<file path="src/rtl/msi_vector_arbiter_pkg.sv">
// Shared types and AXI constants for the MSI vector arbiter.
package msi_pkg;

   typedef enum logic [1:0] {
      S_IDLE = 2'd0,
      S_AW   = 2'd1,
      S_W    = 2'd2,
      S_B    = 2'd3
   } state_t;

   // MSI write marker carried on AWUSER toward the PCIe controller.
   localparam logic [87:0] AWUSER_MSI  = {1'b1, 31'b0, 32'b0, 24'h000002};
   localparam logic [2:0]  AWSIZE_256B = 3'h5;
   localparam logic [1:0]  BRESP_OKAY  = 2'b00;

endpackage

</file>
<file path="src/rtl/msi_vector_arbiter_rr_arbiter.sv">
// Combinational rotate-priority arbiter: first request at or above i_ptr wins, wrapping.
module rr_arbiter #(
   parameter int N  = 8,
   parameter int IW = $clog2(N)
) (
   input  logic [N-1:0]  i_req,
   input  logic [IW-1:0] i_ptr,
   output logic [N-1:0]  o_gnt_onehot,
   output logic [IW-1:0] o_gnt_idx,
   output logic          o_gnt_valid
);

   always_comb begin
      int idx;
      idx          = 0;
      o_gnt_onehot = '0;
      o_gnt_idx    = '0;
      o_gnt_valid  = 1'b0;
      for (int i = 0; i < N; i++) begin
         idx = int'(i_ptr) + i;
         if (idx >= N) idx = idx - N;
         if (!o_gnt_valid && i_req[idx]) begin
            o_gnt_valid       = 1'b1;
            o_gnt_idx         = IW'(idx);
            o_gnt_onehot[idx] = 1'b1;
         end
      end
   end

endmodule

</file>
<file path="src/rtl/msi_vector_arbiter.sv">
// Multi-vector MSI scheduler: edge-captured pending bits, round-robin grant,
// one single-beat AXI write (AW, W, B) per grant.
//
// state  | meaning
// S_IDLE | arbitrating among eligible pending vectors
// S_AW   | write address presented, waiting for AWREADY
// S_W    | single data beat presented, waiting for WREADY
// S_B    | waiting for the write response
module msi_vector_arbiter
   import msi_pkg::*;
#(
   parameter int         NUM_VEC    = 8,
   parameter logic [7:0] AXI_ID     = 8'h00,
   parameter int         SENT_CNT_W = 32,
   parameter int         VEC_W      = $clog2(NUM_VEC)
) (
   input  logic                  clk,
   input  logic                  rstn,
   input  logic [NUM_VEC-1:0]    i_irq_req,
   input  logic [NUM_VEC-1:0]    i_vec_mask,
   input  logic                  i_msi_enable,
   input  logic [31:0]           i_msi_addr,
   input  logic [15:0]           i_msi_data,
   output logic [63:0]           o_awaddr,
   output logic [7:0]            o_awid,
   output logic [7:0]            o_awlen,
   output logic [2:0]            o_awsize,
   output logic [87:0]           o_awuser,
   output logic                  o_awvalid,
   input  logic                  i_awready,
   output logic [255:0]          o_wdata,
   output logic [31:0]           o_wstrb,
   output logic                  o_wlast,
   output logic                  o_wvalid,
   input  logic                  i_wready,
   input  logic [7:0]            i_bid,
   input  logic [1:0]            i_bresp,
   input  logic                  i_bvalid,
   output logic                  o_bready,
   output logic [NUM_VEC-1:0]    o_pending,
   output logic                  o_busy,
   output logic [15:0]           o_err_cnt,
   output logic [SENT_CNT_W-1:0] o_sent_cnt
);

   state_t                  r_state, w_state_nxt;
   logic [NUM_VEC-1:0]      r_irq_d, r_pending;
   logic [NUM_VEC-1:0]      w_edge, w_eligible, w_inflight, w_clr, w_gnt_onehot;
   logic [VEC_W-1:0]        r_rr_ptr, r_vec, w_gnt_idx;
   logic [31:0]             r_addr;
   logic [15:0]             r_data, w_wsum;
   logic [15:0]             r_err_cnt;
   logic [SENT_CNT_W-1:0]   r_sent_cnt;
   logic                    w_gnt_valid, w_grant, w_b_hs, w_b_ok;
   logic                    w_unused;

   assign w_edge     = i_irq_req & ~r_irq_d;
   assign w_inflight = (r_state != S_IDLE) ? ({{(NUM_VEC-1){1'b0}}, 1'b1} << r_vec) : '0;
   assign w_eligible = r_pending & ~i_vec_mask & ~w_inflight;

   rr_arbiter #(
      .N  (NUM_VEC),
      .IW (VEC_W)
   ) u_rr_arbiter (
      .i_req        (w_eligible),
      .i_ptr        (r_rr_ptr),
      .o_gnt_onehot (w_gnt_onehot),
      .o_gnt_idx    (w_gnt_idx),
      .o_gnt_valid  (w_gnt_valid)
   );

   assign w_grant = (r_state == S_IDLE) && i_msi_enable && w_gnt_valid;
   assign w_b_hs  = (r_state == S_B) && i_bvalid;
   assign w_b_ok  = w_b_hs && (i_bresp == BRESP_OKAY);
   // A same-cycle edge on the completing vector re-sets pending after the clear.
   assign w_clr   = w_b_ok ? w_inflight : '0;
   assign w_wsum  = r_data + {{(16-VEC_W){1'b0}}, r_vec};

   always_ff @(posedge clk or negedge rstn) begin
      if (!rstn) r_state <= S_IDLE;
      else       r_state <= w_state_nxt;
   end

   always_comb begin
      w_state_nxt = r_state;
      o_awvalid   = 1'b0;
      o_awaddr    = '0;
      o_awid      = '0;
      o_awlen     = '0;
      o_awsize    = '0;
      o_awuser    = '0;
      o_wvalid    = 1'b0;
      o_wlast     = 1'b0;
      o_wdata     = '0;
      o_wstrb     = '0;
      o_bready    = 1'b0;
      unique case (r_state)
         S_IDLE: begin
            if (w_grant) w_state_nxt = S_AW;
         end
         S_AW: begin
            o_awvalid = 1'b1;
            o_awaddr  = {32'b0, r_addr};
            o_awid    = AXI_ID;
            o_awsize  = AWSIZE_256B;
            o_awuser  = AWUSER_MSI;
            if (i_awready) w_state_nxt = S_W;
         end
         S_W: begin
            o_wvalid = 1'b1;
            o_wlast  = 1'b1;
            o_wdata  = {240'b0, w_wsum} << {r_addr[4:0], 3'b000};
            o_wstrb  = 32'h3 << r_addr[4:0];
            if (i_wready) w_state_nxt = S_B;
         end
         S_B: begin
            o_bready = 1'b1;
            if (i_bvalid) w_state_nxt = S_IDLE;
         end
         default: w_state_nxt = S_IDLE;
      endcase
   end

   always_ff @(posedge clk or negedge rstn) begin
      if (!rstn) begin
         r_irq_d    <= '0;
         r_pending  <= '0;
         r_rr_ptr   <= '0;
         r_vec      <= '0;
         r_addr     <= '0;
         r_data     <= '0;
         r_err_cnt  <= '0;
         r_sent_cnt <= '0;
      end else begin
         r_irq_d   <= i_irq_req;
         r_pending <= (r_pending & ~w_clr) | w_edge;
         if (w_grant) begin
            r_vec    <= w_gnt_idx;
            r_rr_ptr <= (w_gnt_idx == VEC_W'(NUM_VEC-1)) ? '0 : w_gnt_idx + 1'b1;
            r_addr   <= i_msi_addr;
            r_data   <= i_msi_data;
         end
         if (w_b_ok)
            r_sent_cnt <= r_sent_cnt + 1'b1;
         else if (w_b_hs && (r_err_cnt != 16'hFFFF))
            r_err_cnt <= r_err_cnt + 1'b1;
      end
   end

   assign o_pending  = r_pending;
   assign o_busy     = (r_state != S_IDLE);
   assign o_err_cnt  = r_err_cnt;
   assign o_sent_cnt = r_sent_cnt;

   assign w_unused = ^{i_bid, w_gnt_onehot};

endmodule

</file>
<file path="config.mk">
export PLATFORM = sky130hd
export DESIGN_NAME = msi_vector_arbiter
export DESIGN_NICKNAME = d
export VERILOG_FILES = /design/src/rtl/msi_vector_arbiter_pkg.sv /design/src/rtl/msi_vector_arbiter_rr_arbiter.sv /design/src/rtl/msi_vector_arbiter.sv
export SDC_FILE = /design/constraint.sdc
export NUM_CORES = 1
export LEC_CHECK = 0
export ABC_AREA = 1
export BUFFER_PORTS_ARGS = -buffer_cell sky130_fd_sc_hd__buf_2
export CORE_AREA = 2 2 231 233
export DETAILED_ROUTE_END_ITERATION = 10
export DIE_AREA = 0 0 233 235
export HOLD_SLACK_MARGIN = 0.08
export PLACE_DENSITY_LB_ADDON = 0.15
export SYNTH_ARGS = -nofsm -noshare
export SYNTH_HDL_FRONTEND = slang
export SYNTH_SLANG_ARGS = --single-unit
</file>
<file path="constraint.sdc">
create_clock -name clk -period 3.01 [get_ports clk]
set_input_delay 0.4515 -clock clk [delete_from_list [all_inputs] [get_ports clk]]
set_output_delay 0.4515 -clock clk [all_outputs]
set_load 0.05 [all_outputs]
</file>
==> impl_results.md, run 1 <==
- Cell at the slowest stage of the critical path: sky130_fd_sc_hd__dfrtp_1
- Number of buffers inserted during clock tree synthesis: 17
- H-Tree Level Count: 4
- Achievable frequency: between 200 and 300 MHz
- Relative slew margins: 0.5160
- Antenna violations before repair: 16
- # setup viols final: 250
- Post-Synthesis Mean Instance Area: 6.450 um2
- Clock transition at path regs: ~0.060 ns
- Share of power burned in registers: 0.121
- Clock tree from TritonCTS: yes
- Slowest stage delay, CP: 0.41 ns
- Nets: 2,193
- HPWL reported at the end of detailed placement: 38,150 um
- Final period utilization: 1.186
- Chain of cells forming the critical path: ha_4, nand3_4, nand2_2, nand2_2, nor2_4, nand3_2, nor2_4, nand2_2, buf_4, buf_6, xor2_4, nand2_2, nand2_2, o21ai_4, nor2_4, nand2_2, nor2_2, buf_6
- Static Leak: just over 9 nW
- Clock tree root buffer cell: sky130_fd_sc_hd__clkbuf_16
- Global placer's final weighted congestion: 0.8530
- Number of warnings reported in the yosys synthesis log: 0
- Layout cell share with drive strength beyond 1: 0.5794
- Violated checks: negative setup slack
- Antenna viol nets, final: 0
- Count of routing violations after the opening detailed-route iteration: around 470
- Post-route cell area: 0.01997 mm2
- Max Slew Vio Count: 0
- Total number of clock tree sinks: 120
- Smallest hold slack: 0.1368 ns
- Hold Path Class: input pin to flop
- Element type at the critical path start: flop
- Fill cell total of the finished layout: approximately 5,300
- Floorplan Core Area: 0.05224 mm2
- Share of flip-flops with an asynchronous set or reset after synthesis: 1.000
- Post-detailed-route via-to-cell ratio: 4.112
- RSZ-0062 raised after global routing: true
- Starting density of the core: 0.1831
- Die area: 0.05476 mm2
- Internal power summed over all cells: 8.656 mW
- Critical path data required time: 2.56 ns
- Drt first pass iters: 4
- Insertion delay to the later sink of the worst-skew pair: 0.43 ns
- Switching Share: 0.5692
- Worst IR drop on VDD: 0.5117 mV
- Vias after detailed routing: 11,520
- Data arrival time of the critical path: ~3.1 ns
- Part of the power in combinational logic: 0.773
- Gate count after technology mapping: 1,483
- Number of placement rows: 84
- Count of cells along the worst hold path: 1
- Post-synthesis cell type count: 39
- Global-route usage over all layers: 0.1749
- Fin worst setup slack: -0.5604 ns
- Clock group share of total power: 0.106
- Max-cap violations: 0
- Primary FF master, synth: sky130_fd_sc_hd__dfrtp_1
- Min Tclk post-route: between 3 and 4 ns
- Via count of the first global-routing pass: between 10,000 and 15,000
- Most used cell, CP: sky130_fd_sc_hd__nand2_2
- DP Area: about 0.015 mm2
- Power density over cell area: 1006 mW/mm2
- Maximum fanout encountered on the critical timing path: 4
- Worst Path Class, Setup: flop to output port
- Count of buffers inserted at the top-level ports: 456
- Synth Register Bits: 120
- Count of flip-flops with a built-in enable after synthesis: 0
- Deepest clock path buffer count: 2
- Horizontal die dimension: roughly 230 um
- Global-route wire length before repair: 71,960 um
- Largest net degree at the start of global routing: 59
- Sequential element share of the synthesized area: 0.3139
- Final hold violation count: 0
- Actual transition at the worst max-transition pin: just over 0.7 ns
- Outcome: complete, but fails checks
- Die H: approximately 240 um
- Sum of routed wire length over all layers: ~51,000 um
- Depth of the worst register-to-register path: 22
- Final routed wire length divided by cell count: 18.17 um
- Switching pwr: about 11 mW
- Count of unresolved DRC violations after routing: 0
- Synthesized cell area: 0.009565 mm2
- Worst setup skew after layout: 0.01022 ns
- Critical path endpoint category: output port
- Most used cells in the layout excluding fill and tap cells: 260 x sky130_fd_sc_hd__nand2_1, 227 x sky130_fd_sc_hd__buf_6, 219 x sky130_fd_sc_hd__nor2_4, 186 x sky130_fd_sc_hd__buf_2, 135 x sky130_fd_sc_hd__conb_1
- Most common cell after layout, fill and taps aside: sky130_fd_sc_hd__nand2_1
- Signed area change from the synthesized netlist to the final layout: 108.8%
- Aggregate global routing overflow: 0
- I/O pin total: 600
==> layer usage <==
layer / track usage / vias to the layer above / part of all wire
met5: 0 / - / 0.0028
met3: 0.06748 / 86 / 0.086
met2: 0.3002 / 403 / 0.50
met1: 0.2055 / 5483 / 0.39
li1: - / 5529 / -
met4: 0.03590 / 20 / 0.025
==> metrics by stage <==
step	TNS, ns	worst slack (ns)	power, mW	cells	util
after floorplan	-7.348	-0.2010	9.840	1617	-
after global placement	-15.38	-0.3701	13.73	2695	0.2822
after detailed placement	-16.00	-0.4008	13.75	2695	0.2822
after CTS	-90.02	-0.5612	18.65	2772	0.3531
after global routing	-120.53	-0.7024	21.23	2799	0.3822
final	-86.19	-0.5604	20.09	2802	0.3824
==> timing repair <==
action / 4_1_cts / 5_1_grt
setup endpoints to repair: 256 / 262
gates resized for setup: 746 / 312
pin swaps: 45 / 94
hold buffers: 1 / 0
endpoints found under the hold margin: 40 / 0
buffers inserted: 45 / 33
gates cloned: 5 / 3
==> power by group through the flow <==
stage | combinational [mW] | sequential (mW) | clock (mW)
6_report | 15.5 | 2.43 | 2.14
5_1_grt | 16.5 | 2.49 | 2.28
4_1_cts | 14.0 | 2.41 | 2.22
3_5_place_dp | 11.3 | 2.42 | 0
3_3_place_gp | 11.3 | 2.41 | 0
2_1_floorplan | 7.28 | 2.56 | 0
==> worst max-delay path, delay by kind of cell (launching register included) <==
| kind | cells | cell delay, ns |
|---|---|---|
| compound gates | 1 | 0.10 |
| simple gates | 12 | 1.25 |
| xor+xnor | 1 | 0.16 |
| buf+inv | 3 | 0.43 |
| fa+ha+maj | 1 | 0.32 |
| flops | 1 | 0.41 |
==> synthesized netlist by cell type (all sizes together), types with 9 or more instances <==
library cell    n  area, um2
nor2          368       1411
nand4          14      93.84
nand2         343       1295
ha             16      200.2
o22ai          27      168.9
nor3           22      120.1
o21ai          51      266.5
buf           167       1204
xor2           47      411.6
xnor2          10      87.58
clkbuf         31      116.4
dfrtp         120       3003
clkinv          9      33.78
nand3          78      400.4
inv           154      578.1
==> path summary, 6_finish.rpt <==
check	startpoint	to	slack, ns
max in group asynchronous	rstn	r_addr[3]	1.64
min reg2reg	r_irq_d[5]	o_pending[5]	0.41
max	r_data[2]	o_wdata[243]	-0.56
min in group asynchronous	rstn	o_sent_cnt[17]	0.57
min	i_irq_req[4]	r_irq_d[4]	0.14
max reg2reg	r_state[1]	r_rr_ptr[2]	0.15
==> logic make-up after synthesis <==
family / after synthesis / synth area share
simple gates: 837 / 0.3553
buf+inv: 361 / 0.2020
flops: 120 / 0.3139
compound gates: 89 / 0.05206
xor+xnor: 57 / 0.05219
fa+ha+maj: 17 / 0.02302
other cells: 1 / 0.0003920
mux: 1 / 0.001177
==> flip-flops by register name (all words and copies together), names as in the netlist <==
register / cells
o_err_cnt: 16
r_irq_d: 8
o_sent_cnt: 32
r_addr: 32
r_vec: 3
r_state: 2
r_data: 16
r_rr_ptr: 3
o_pending: 8
==> final cells by class <==
class                      count  area [um2]  share of cell area
tap                          688       860.8             0.04310
inverter                     163       666.9             0.03339
multi-input combinational   1136        8247              0.4129
clock buffer                  19       442.9             0.02218
sequential                   120        3005              0.1505
antenna                        5       12.51           0.0006264
timing repair buffer         658        6583              0.3296
clock inverter                13       155.1            0.007768
Power figures use the tool's default switching activity.
==> run 2: changes to the inputs <==
==> constraint.sdc (replaced) <==
create_clock -name clk -period 3.01 [get_ports clk]
set_input_delay 0.602 -clock clk [delete_from_list [all_inputs] [get_ports clk]]
set_output_delay 0.602 -clock clk [all_outputs]
set_load 0.05 [all_outputs]
==> run 2 against run 1 <==
The flow still finishes with violations (negative setup slack); first-iteration DRC count down 4.2%; power fell by 4.1%; register-to-register slack got worse by 0.24 ns; clock skew increased by 0.0020 ns; routed wire length down 8.0%; setup slack lost 0.098 ns; cell count shrank 0.50%; sequential cell count is the same; sequential share of layout area is 0.70 points higher; global-route usage decreased by 1.5 points; via count shrank 2.8%; largest cell class unchanged.
==> impl_results.md, run 2 (synthesized netlist as in run 1, its figures left out) <==
- Outcome: complete, but fails checks
- Violated checks: negative setup slack
- Capture point of the worst reg-to-reg path: r_rr_ptr[2]
- Maximum fanout encountered on the critical timing path: 3 (-1)
- Non-filler instance count after layout: 2,788 (-0.50%)
- Part of the power in combinational logic: 0.761 (-0.012)
- # setup viols final: 270 (+8.0%)
- Nets: 2,182 (-0.50%)
- Starting density of the core: 0.1831 (unchanged)
- Global placer's final weighted congestion: 0.8356 (-2.0%)
- I/O pin total: 600 (unchanged)
- Worst IR drop on VDD: 0.5690 mV (+11%)
- Sequential standard cell area: 0.003005 mm2 (unchanged)
- Switching Share: 0.5614 (-0.007861)
- Worst setup skew after layout: 0.01222 ns (+0.002003 ns)
- Multi-input logic area: 0.007875 mm2 (-4.5%)
- Final hold violation count: 0 (unchanged)
- Setup Total Neg Slack: -119.71 ns (-33.52 ns)
- Vias after detailed routing: 11,190 (-2.8%)
- Data arrival time of the critical path: 3.07 ns (-0.05 ns)
- Final routed wire length divided by cell count: 16.79 um (-7.6%)
- Critical path data required time: 2.41 ns (-0.15 ns)
- Drt first pass iters: 5 (+1)
- Hold Path Class: input pin to flop
- Die H: 235 um (unchanged)
- Die area: 0.05476 mm2 (unchanged)
- Source of the worst hold timing path: i_irq_req[5]
- Number of buffers inserted during clock tree synthesis: 17 (unchanged)
- Global-route wire length before repair: 67,060 um (-6.8%)
- Met1 demand-to-capacity share in global routing: 0.1895 (-0.01599)
- Count of routing violations after the opening detailed-route iteration: 451 (-4.2%)
- Most used cells in the layout excluding fill and tap cells: 286 x sky130_fd_sc_hd__nand2_1, 246 x sky130_fd_sc_hd__buf_2, 234 x sky130_fd_sc_hd__nor2_4, 141 x sky130_fd_sc_hd__buf_4, 135 x sky130_fd_sc_hd__conb_1
- Signed area change from the synthesized netlist to the final layout: 99.56%
- Final period utilization: 1.219 (+0.03265)
- Max-cap violations: 0 (unchanged)
- Insertion delay to the later sink of the worst-skew pair: 0.44 ns (about the same)
- Max Slew Vio Count: 0 (unchanged)
- Internal power summed over all cells: 8.453 mW (-2.3%)
- Clock tree root buffer cell: sky130_fd_sc_hd__clkbuf_16
- Most common cell after layout, fill and taps aside: sky130_fd_sc_hd__nand2_1
- Total number of clock tree sinks: 120 (unchanged)
- Count of buffers inserted at the top-level ports: 456 (unchanged)
- Switching pwr: 10.82 mW (-5.4%)
- Tot Pwr: 19.27 mW (-4.1%)
- Clock tree from TritonCTS: yes
- Antenna violations before repair: 6 (-10)
- Min Tclk post-route: 3.669 ns (+0.09829 ns)
- Aggregate global routing overflow: 0 (unchanged)
- Sum of routed wire length over all layers: 46,810 um (-8.0%)
- Achievable frequency: 272.6 MHz (-2.7%)
- HPWL reported at the end of detailed placement: 37,290 um (-2.2%)
- Met2 capacity usage during global routing: 0.2902 (-0.01001)
- Worst Path Class, Setup: flop to output port
- H-Tree Level Count: 4 (unchanged)
- Number of placement rows: 84 (unchanged)
- Endpoint of the worst hold-timing path: r_irq_d[5]
- Horizontal die dimension: 233 um (unchanged)
- Launch instance of the worst register-to-register path: r_vec[2]
- Count of cells along the worst hold path: 1 (unchanged)
- Power density over cell area: 1010 mW/mm2 (+0.35%)
- Critical path endpoint category: output port
- Fin worst setup slack: -0.6587 ns (-0.09829 ns)
- Element type at the critical path start: flop
- Relative slew margins: 0.5057 (-0.01029)
- Worst setup slack for register-to-register paths: -0.09 ns (-0.24 ns)
- Post-detailed-route via-to-cell ratio: 4.015 (-2.4%)
- Largest net degree at the start of global routing: 70 (+19%)
- Met3 track demand over resource: 0.04078 (-0.02670)
- Global-route layer with the greatest usage: met2
- Floorplan Core Area: 0.05224 mm2 (unchanged)
- # placed instances: 2,714 (+0.71%)
- Clock transition at path regs: 0.07 ns (about the same)
- Depth of the worst register-to-register path: 19 (-14%)
- Actual transition at the worst max-transition pin: 0.7406 ns (+0.01542 ns)
- Static Leak: 8.999 nW (-1.8%)
- Fill cell total of the finished layout: 5,416 (+2.4%)
- Global-route usage over all layers: 0.1599 (-0.01499)
- Share of power burned in registers: 0.126 (+0.005)
- Clock group share of total power: 0.114 (+0.008)
- Via count of the first global-routing pass: 10,750 (-3.0%)
- Deepest clock path buffer count: 2 (unchanged)
- RSZ-0062 raised after global routing: true
- Layout cell share with drive strength beyond 1: 0.5367 (-0.04272)
- Count of unresolved DRC violations after routing: 0 (unchanged)
- Antenna viol nets, final: 0 (unchanged)
run 2: cell count changes in the layout (fill, tap and decap cells not counted), sizes merged:
cell      previous run  this run
bufinv               2         4
buf                652       640
clkinv               5         9
diode                5         2
inv                156       157
clkinvlp            13         7
run 2: layout make-up:
class / instances / area share
antenna: 2 / 0.0002622
clock buffer: 18 / 0.02248
clock inverter: 14 / 0.009898
inverter: 163 / 0.03408
multi-input combinational: 1136 / 0.4126
sequential: 120 / 0.1574
tap: 688 / 0.04510
timing repair buffer: 647 / 0.3182
run 2: layer usage:
layer / share of wire / vias up
li1: - / 5511
met1: 0.40 / 5268
met2: 0.52 / 361
met3: 0.059 / 45
met4: 0.013 / 8
met5: 0.0011 / -
run 2: worst max path at each step:
stage	from	to	slack (ns)	depth (start not counted)
after floorplan	r_vec[0]	o_wdata[178]	-0.18	13
after global placement	r_vec[1]	o_wdata[117]	-0.46	17
after detailed placement	r_vec[2]	o_wdata[231]	-0.47	16
after CTS	r_vec[1]	o_wdata[181]	-0.68	17
after global routing	r_data[2]	o_wdata[239]	-0.83	18
final	r_vec[1]	o_wdata[246]	-0.66	16
run 2: what timing repair did:
item / in CTS / in global routing
buffers inserted: 8 / 25
resized for setup: 379 / 388
pin swaps: 27 / 75
hold buffers: 1 / 0
endpoints found under the hold margin: 18 / 0
setup endpoints to repair: 270 / 333
gates cloned: 0 / 6
run 2: critical path, cell delays in order (launching register included):
cell and delay (ns):
sky130_fd_sc_hd__dfrtp_2 0.43, sky130_fd_sc_hd__buf_4 0.14, sky130_fd_sc_hd__fa_2 0.41, sky130_fd_sc_hd__a21oi_4 0.17
sky130_fd_sc_hd__nor2_4 0.06, sky130_fd_sc_hd__nand3_2 0.10, sky130_fd_sc_hd__nor2_4 0.06, sky130_fd_sc_hd__nand2_4 0.07
sky130_fd_sc_hd__nor2_2 0.04, sky130_fd_sc_hd__xor2_1 0.16, sky130_fd_sc_hd__or2_4 0.25, sky130_fd_sc_hd__nand2_2 0.08
sky130_fd_sc_hd__o21ai_4 0.09, sky130_fd_sc_hd__nor2_4 0.17, sky130_fd_sc_hd__nand2_4 0.09, sky130_fd_sc_hd__nor2_4 0.15
sky130_fd_sc_hd__buf_8 0.15
run 2: stage by stage:
stage	hold WS [ns]	worst slack, ns	utilization	area [um2]
2_1_floorplan	0.3064	-0.1850	-	11990
3_3_place_gp	0.4008	-0.4629	0.2958	15450
3_5_place_dp	0.4091	-0.4663	0.2958	15450
4_1_cts	0.2518	-0.6799	0.3325	17370
5_1_grt	0.2605	-0.8300	0.3653	19080
6_report	0.2818	-0.6587	0.3654	19090
run 2: power groups by stage:
stage	Sequential, mW	Combinational [mW]	Clock [mW]
after floorplan	2.57	7.87	0
after global placement	2.41	12.3	0
after detailed placement	2.42	12.3	0
after CTS	2.41	13.0	2.27
after global routing	2.48	15.6	2.34
final	2.42	14.7	2.19
